## config.mk

```make
export PLATFORM = sky130hd
export DESIGN_NAME = alu_iterative_exec_flat
export DESIGN_NICKNAME = d
export VERILOG_FILES = /design/src/rtl/alu_iterative_exec_if.sv /design/src/rtl/alu_iterative_exec.sv /design/src/flat_wrapper.sv
export SDC_FILE = /design/constraint.sdc
export NUM_CORES = 1
export LEC_CHECK = 0
export CORE_ASPECT_RATIO = 1.4
export CORE_MARGIN = 2
export CORE_UTILIZATION = 44
export CTS_BUF_LIST = sky130_fd_sc_hd__clkbuf_4
export CTS_CLUSTER_SIZE = 8
export DETAILED_ROUTE_END_ITERATION = 7
export HOLD_SLACK_MARGIN = 0.02
export SETUP_SLACK_MARGIN = 0.15
export SLEW_MARGIN = 20
export SYNTH_ARGS = -nofsm -noshare
export SYNTH_HDL_FRONTEND = slang
export SYNTH_SLANG_ARGS = --single-unit
```

## constraint.sdc

```tcl
create_clock -name clk -period 4.9 [get_ports clk]
set_clock_uncertainty 0.2 [all_clocks]
set_input_delay 0.49 -clock clk [delete_from_list [all_inputs] [get_ports clk]]
set_output_delay 0.49 -clock clk [all_outputs]
set_load 0.02 [all_outputs]
```

## src/rtl/alu_iterative_exec_if.sv

```systemverilog
// Operand/result handshake bundle for the iterative execute-stage ALU.
// The issuing stage uses the master modport and the ALU uses the slave modport.
interface alu_iterative_exec_if #(
    parameter int unsigned DATA_WIDTH = 32
);
    logic                  in_valid;
    logic                  in_ready;
    logic [3:0]            Operation;
    logic [DATA_WIDTH-1:0] SrcA;
    logic [DATA_WIDTH-1:0] SrcB;
    logic                  out_valid;
    logic                  out_ready;
    logic [DATA_WIDTH-1:0] ALUResult;
    logic                  Zero;

    modport master (
        output in_valid, Operation, SrcA, SrcB, out_ready,
        input  in_ready, out_valid, ALUResult, Zero
    );

    modport slave (
        input  in_valid, Operation, SrcA, SrcB, out_ready,
        output in_ready, out_valid, ALUResult, Zero
    );
endinterface

```

## src/rtl/alu_iterative_exec.sv

```systemverilog
// Execute-stage ALU: single-cycle logic/arith/compare ops, iterative shifter moving
// SHIFT_STEP bits per cycle, valid/ready handshake on both sides.
module alu_iterative_exec #(
    parameter int unsigned DATA_WIDTH = 32,
    parameter int unsigned SHIFT_STEP = 1
) (
    input logic                 clk,
    input logic                 rst_n,
    alu_iterative_exec_if.slave bus
);
    localparam int unsigned SHAMT_W = $clog2(DATA_WIDTH);
    // One extra bit so SHIFT_STEP == DATA_WIDTH is representable.
    localparam int unsigned CNT_W = SHAMT_W + 1;
    localparam logic [CNT_W-1:0] STEP = CNT_W'(SHIFT_STEP);

    typedef enum logic [1:0] {StIdle, StShift, StDone} state_e;

    typedef enum logic [3:0] {
        OpAnd  = 4'b0000,
        OpOr   = 4'b0001,
        OpAdd  = 4'b0010,
        OpXor  = 4'b0011,
        OpSll  = 4'b0100,
        OpSrl  = 4'b0101,
        OpSub  = 4'b0110,
        OpSra  = 4'b0111,
        OpSlt  = 4'b1000,
        OpSltu = 4'b1001,
        OpEq   = 4'b1010
    } op_e;

    state_e                state_q, state_d;
    logic [DATA_WIDTH-1:0] acc_q, acc_d;
    logic [CNT_W-1:0]      cnt_q, cnt_d;
    logic [3:0]            op_q, op_d;
    logic [DATA_WIDTH-1:0] result_q, result_d;
    logic                  zero_q, zero_d;

    logic                  accept;
    logic                  is_shift;
    logic [CNT_W-1:0]      shamt;
    logic [DATA_WIDTH-1:0] alu_res;
    logic [CNT_W-1:0]      step;
    logic [DATA_WIDTH-1:0] shifted;

    assign bus.in_ready  = (state_q == StIdle);
    assign bus.out_valid = (state_q == StDone);
    assign bus.ALUResult = result_q;
    assign bus.Zero      = zero_q;

    assign accept   = bus.in_valid && bus.in_ready;
    assign shamt    = {1'b0, bus.SrcB[SHAMT_W-1:0]};
    assign is_shift = (bus.Operation == OpSll) || (bus.Operation == OpSrl) ||
                      (bus.Operation == OpSra);

    // Single-cycle datapath; illegal codes fall through to zero.
    always_comb begin
        alu_res = '0;
        case (bus.Operation)
            OpAnd:   alu_res = bus.SrcA & bus.SrcB;
            OpOr:    alu_res = bus.SrcA | bus.SrcB;
            OpAdd:   alu_res = bus.SrcA + bus.SrcB;
            OpXor:   alu_res = bus.SrcA ^ bus.SrcB;
            OpSub:   alu_res = bus.SrcA - bus.SrcB;
            OpSlt:   alu_res = DATA_WIDTH'($signed(bus.SrcA) < $signed(bus.SrcB));
            OpSltu:  alu_res = DATA_WIDTH'(bus.SrcA < bus.SrcB);
            OpEq:    alu_res = DATA_WIDTH'(bus.SrcA == bus.SrcB);
            default: alu_res = '0;
        endcase
    end

    // One shifter iteration on the accumulator, never overshooting the remaining count.
    always_comb begin
        step    = (cnt_q < STEP) ? cnt_q : STEP;
        shifted = acc_q;
        case (op_q)
            OpSll:   shifted = acc_q << step;
            OpSrl:   shifted = acc_q >> step;
            OpSra:   shifted = $unsigned($signed(acc_q) >>> step);
            default: shifted = acc_q;
        endcase
    end

    always_comb begin
        state_d  = state_q;
        acc_d    = acc_q;
        cnt_d    = cnt_q;
        op_d     = op_q;
        result_d = result_q;
        zero_d   = zero_q;
        unique case (state_q)
            StIdle: begin
                if (accept) begin
                    if (is_shift) begin
                        acc_d = bus.SrcA;
                        cnt_d = shamt;
                        op_d  = bus.Operation;
                        if (shamt == '0) begin
                            result_d = bus.SrcA;
                            zero_d   = (bus.SrcA == '0);
                            state_d  = StDone;
                        end else begin
                            state_d = StShift;
                        end
                    end else begin
                        result_d = alu_res;
                        zero_d   = (alu_res == '0);
                        state_d  = StDone;
                    end
                end
            end
            StShift: begin
                acc_d = shifted;
                cnt_d = cnt_q - step;
                if (cnt_q == step) begin
                    result_d = shifted;
                    zero_d   = (shifted == '0);
                    state_d  = StDone;
                end
            end
            StDone: begin
                if (bus.out_ready) begin
                    state_d = StIdle;
                end
            end
            default: state_d = StIdle;
        endcase
    end

    always_ff @(posedge clk or negedge rst_n) begin
        if (!rst_n) begin
            state_q  <= StIdle;
            acc_q    <= '0;
            cnt_q    <= '0;
            op_q     <= '0;
            result_q <= '0;
            zero_q   <= 1'b1;
        end else begin
            state_q  <= state_d;
            acc_q    <= acc_d;
            cnt_q    <= cnt_d;
            op_q     <= op_d;
            result_q <= result_d;
            zero_q   <= zero_d;
        end
    end
endmodule

```

## src/flat_wrapper.sv

```systemverilog
// flat-port wrapper written by rule: the top's interface ports become plain ports
module alu_iterative_exec_flat 
#(
    parameter int unsigned DATA_WIDTH = 32,
    parameter int unsigned SHIFT_STEP = 1
)
  (clk, rst_n, bus_in_valid, bus_Operation, bus_SrcA, bus_SrcB, bus_out_ready, bus_in_ready, bus_out_valid, bus_ALUResult, bus_Zero);
  alu_iterative_exec_if #(.DATA_WIDTH(DATA_WIDTH)) bus_i ();
  input logic clk;
  input logic rst_n;
  input wire logic [$bits(bus_i.in_valid)-1:0] bus_in_valid;
  input wire logic [$bits(bus_i.Operation)-1:0] bus_Operation;
  input wire logic [$bits(bus_i.SrcA)-1:0] bus_SrcA;
  input wire logic [$bits(bus_i.SrcB)-1:0] bus_SrcB;
  input wire logic [$bits(bus_i.out_ready)-1:0] bus_out_ready;
  output wire logic [$bits(bus_i.in_ready)-1:0] bus_in_ready;
  output wire logic [$bits(bus_i.out_valid)-1:0] bus_out_valid;
  output wire logic [$bits(bus_i.ALUResult)-1:0] bus_ALUResult;
  output wire logic [$bits(bus_i.Zero)-1:0] bus_Zero;
  assign bus_i.in_valid = bus_in_valid;
  assign bus_i.Operation = bus_Operation;
  assign bus_i.SrcA = bus_SrcA;
  assign bus_i.SrcB = bus_SrcB;
  assign bus_i.out_ready = bus_out_ready;
  assign bus_in_ready = bus_i.in_ready;
  assign bus_out_valid = bus_i.out_valid;
  assign bus_ALUResult = bus_i.ALUResult;
  assign bus_Zero = bus_i.Zero;
  alu_iterative_exec #(.DATA_WIDTH(DATA_WIDTH), .SHIFT_STEP(SHIFT_STEP)) u_core (.clk(clk), .rst_n(rst_n), .bus(bus_i));
endmodule
```

==> metrics.md <==
| Metric | Value |
|---|---|
| Status | complete, no violations |
| Post-Synth Simple-Gate Area | 0.250 |
| Startpoint Class | input pin |
| Post-synthesis mux area share | 0.0384 |
| Flop-to-flop setup slack | 830 ps |
| Unrepaired setup endpoints after global routing | no |
| Achievable frequency | 224 MHz |
| Clk buf depth | 2 |
| Leakage power figure | 5.66 nW |
| I/O pin count | around 110 |
| Slowest cell on the critical path | clkdlybuf4s50_1 |
| Adder-cell share of the synthesized area | 0.124 |
| H-tree Lvls | 3 |
| Grt total ovfl | 0 |
| PnR Total Power | around 4.3 mW |
| Pins Over Slew Limit | 0 |
| Post-route insts no fill | 1,956 |
| Clock period minus worst slack | 4460 ps |
| Design Area, Final | around 0.012 sq mm |
| Kind of critical path | input pin to register |
| Slowest stage delay, CP | 570 ps |
| Largest family of logic cells by synthesized area | compound AO/OA/AOI/OAI gates |
| Max VDD drop | 0.340 mV |
| Die height | 185 um |
| Inserted Clock Buffers | 9 |
| Core outline area | 0.0231 sq mm |
| Ys async rst share | 1.00 |
| Final hold violations | 0 |
| HP Class | register to register |
| DRC | 0 |
| Worst-Skew Late Latency | 470 ps |
| Overall routing resource usage | 0.357 |
| Worst Max-Slew Pin Slew | 872 ps |
| Utilization after layout | 0.540 |
| Pwr Density | 347 mW/mm^2 |
| Via count | ~12,000 |
| Placed Area | about 0.012 sq mm |
| Most frequent cells in the layout | 189 x nand2_1, 146 x o21ai_0, 144 x nor2_1 |
| Final GP Congestion | 0.958 |
| Core Rows | between 60 and 70 |
| Crit-path cells | clkdlybuf4s50_1 > inv_1 > ha_1 > and2_4 > a221o_1 > o21ai_1 > and2_4 > o21ai_1 > a222oi_1 > nand2_1 > or4_1 > nor4_1 > nand4_1 > o31ai_1 |
| Synth-to-Final Area Change | 21.4% |
| WHS Endpoint | u_core.bus.ALUResult[7]$_DFFE_PN0P_ |
| CTS tree | done |
| Worst Path Required | 5090 ps |
| Post-Syn Area | 0.0103 sq mm |
| Worst reg-to-reg path cell count | 15 |
| Fill cell total of the finished layout | ~2,400 |
| Most used DFF post-synth | dfrtp_1 |
| Wire per inst | between 20 and 25 um |
| Initial Utilization | 0.445 |
| Worst hold path startpoint | u_core.bus.ALUResult[7]$_DFFE_PN0P_ |
| Share of post-route cells with drive strength above 1 | 0.112 |
| Die Area | 0.0246 sq mm |
| Initial DRC Count | between 1,000 and 1,500 |
| Worst Setup End Kind | register |
| Routed Antenna Nets | 0 |
| RR Endpoint | u_core.bus.Zero$_DFFE_PN1P_ |
| Net Count, Synth | around 1,700 |
| Root Driver | clkbuf_4 |
| Reg2reg start | u_core.cnt_q[4]$_DFFE_PN0P_ |
| Global-route wire length before repair | 67.2 mm |
| Final setup violation count | 0 |
| Avg Synthesized Cell Area | 6.92 sq um |
| Synth Area in Compound Gates | 0.317 |
| First-pass DRT Iterations | 5 |
| Dpl hpwl | 36.2 mm |
| Share of the yosys chip area belonging to registers | 0.187 |
| Vias in the first global route | 11,400 |
| Via density per instance | 6.14 |
| Final nets | 1,819 |
| #FFs+latches synth | 77 |
| Slew margin rel. | 0.419 |
| Crit path max fanout | 8 |
| Max Cap Viol | 0 |
| CTS clk-pin slew, worst paths | roughly 120 ps |
| Placed insts | 1,940 |
| Mapped Cells | about 1,500 |
| PortBufs | 106 |
| Hold path depth | 1 |
| Die X | 133 um |
| Synth Warn # | 0 |
| Arrival time worst endpoint | 4650 ps |
| Total wire length | 44.5 mm |
| Unique cell type count in the Yosys netlist | between 90 and 100 |
| Min Hold Slack | 283 ps |
| Number of synthesized flops with an enable pin | 0 |
| Most common cell after layout, fill and taps aside | nand2_1 |
| Antenna violations before repair | 1 |
| Post-synthesis xor/xnor area fraction | 0.00170 |
| Period utilisation layout | 0.909 |
| Sink Count | slightly below 80 |
| Largest net degree at the start of global routing | 67 |
## registers in the layout, summed over array words and instances (netlist names)
name,count
u_core.bus.ALUResult,32
u_core.cnt_q,6
u_core.bus.Zero,1
u_core.acc_q,32
u_core.state_q,2
u_core.op_q,4
## cells by family (layout without fill, tap and decap cells)
group,after synthesis,count (layout)
AO/OA/AOI/OAI,508,508
XOR/XNOR,2,2
adder cells (fa/ha/maj),101,101
buffers and inverters,210,373
flip-flops,77,77
multiplexers,38,38
other,0,1
AND/OR/NAND/NOR,550,550
## through the flow
step           TNS [ps]  setup WS (ps)
6_report              0            444
5_1_grt               0            173
4_1_cts               0            451
3_5_place_dp      -43.4          -43.4
3_3_place_gp      -1.23          -1.23
2_1_floorplan         0            988
## synth_stat cells (all sizes together), types with 20 or more instances
library cell | count | area (sq um)
nand3 | 50 | 250
a21o | 25 | 188
ha | 99 | 1240
nor4 | 21 | 131
nand2 | 189 | 709
buf | 27 | 140
o21ai | 157 | 793
clkbuf | 63 | 236
inv | 120 | 450
dfrtp | 76 | 1900
mux2i | 35 | 350
nor2 | 146 | 551
o211ai | 20 | 155
a211oi | 30 | 230
a21oi | 132 | 679
nor3 | 31 | 160
## report_power, final
| part | switching [mW] | leakage (nW) | internal, mW |
|---|---|---|---|
| clock | 0.222 | 0.0516 | 0.0911 |
| combinational | 1.76 | 4.65 | 1.08 |
| sequential | 0.267 | 0.961 | 0.912 |
| total | 2.25 | 5.66 | 2.08 |
## worst max-delay path, delay by kind of cell
family / cells / cell delay, ps
AOI/OAI and AO/OA: 5 / 1570
and+or+nand+nor: 6 / 1520
buffers and inverters: 2 / 660
adders and majority gates: 1 / 410
## final cells by class
cell class	count	area (sq um)	share of cell area
multi-input combinational	1199	7580	0.607
timing repair buffer	239	2050	0.165
sequential	77	1930	0.154
inverter	120	450	0.0361
tap	306	383	0.0307
clock buffer	9	67.6	0.00541
clock inverter	5	20.0	0.00160
antenna	1	2.50	0.000200
## routing by layer
metal / GRT usage / up-vias / share of wire
met3: 0.0255 / 128 / 0.059
met1: 0.440 / 5673 / 0.40
met5: 0 / - / 0
li1: - / 5662 / -
met2: 0.623 / 551 / 0.48
met4: 0.190 / 0 / 0.059
## how the worst max path moves through the flow
stage                      from                     endpoint  depth (start not counted)
floorplan           bus_SrcA[0]  u_core.bus.Zero$_DFFE_PN1P_                         15
global placement    bus_SrcB[4]  u_core.bus.Zero$_DFFE_PN1P_                         14
detailed placement  bus_SrcB[0]  u_core.bus.Zero$_DFFE_PN1P_                         15
CTS                 bus_SrcB[4]  u_core.bus.Zero$_DFFE_PN1P_                         14
global route        bus_SrcA[0]  u_core.bus.Zero$_DFFE_PN1P_                         18
finish              bus_SrcB[4]  u_core.bus.Zero$_DFFE_PN1P_                         14
## what timing repair did
action	4_1_cts	5_1_grt
hold buffers	1	0
setup endpoints to repair	0	1
resized for setup	0	4
setup buffers	0	0
endpoints found under the hold margin	41	0
(Power assumes the default switching activity.)
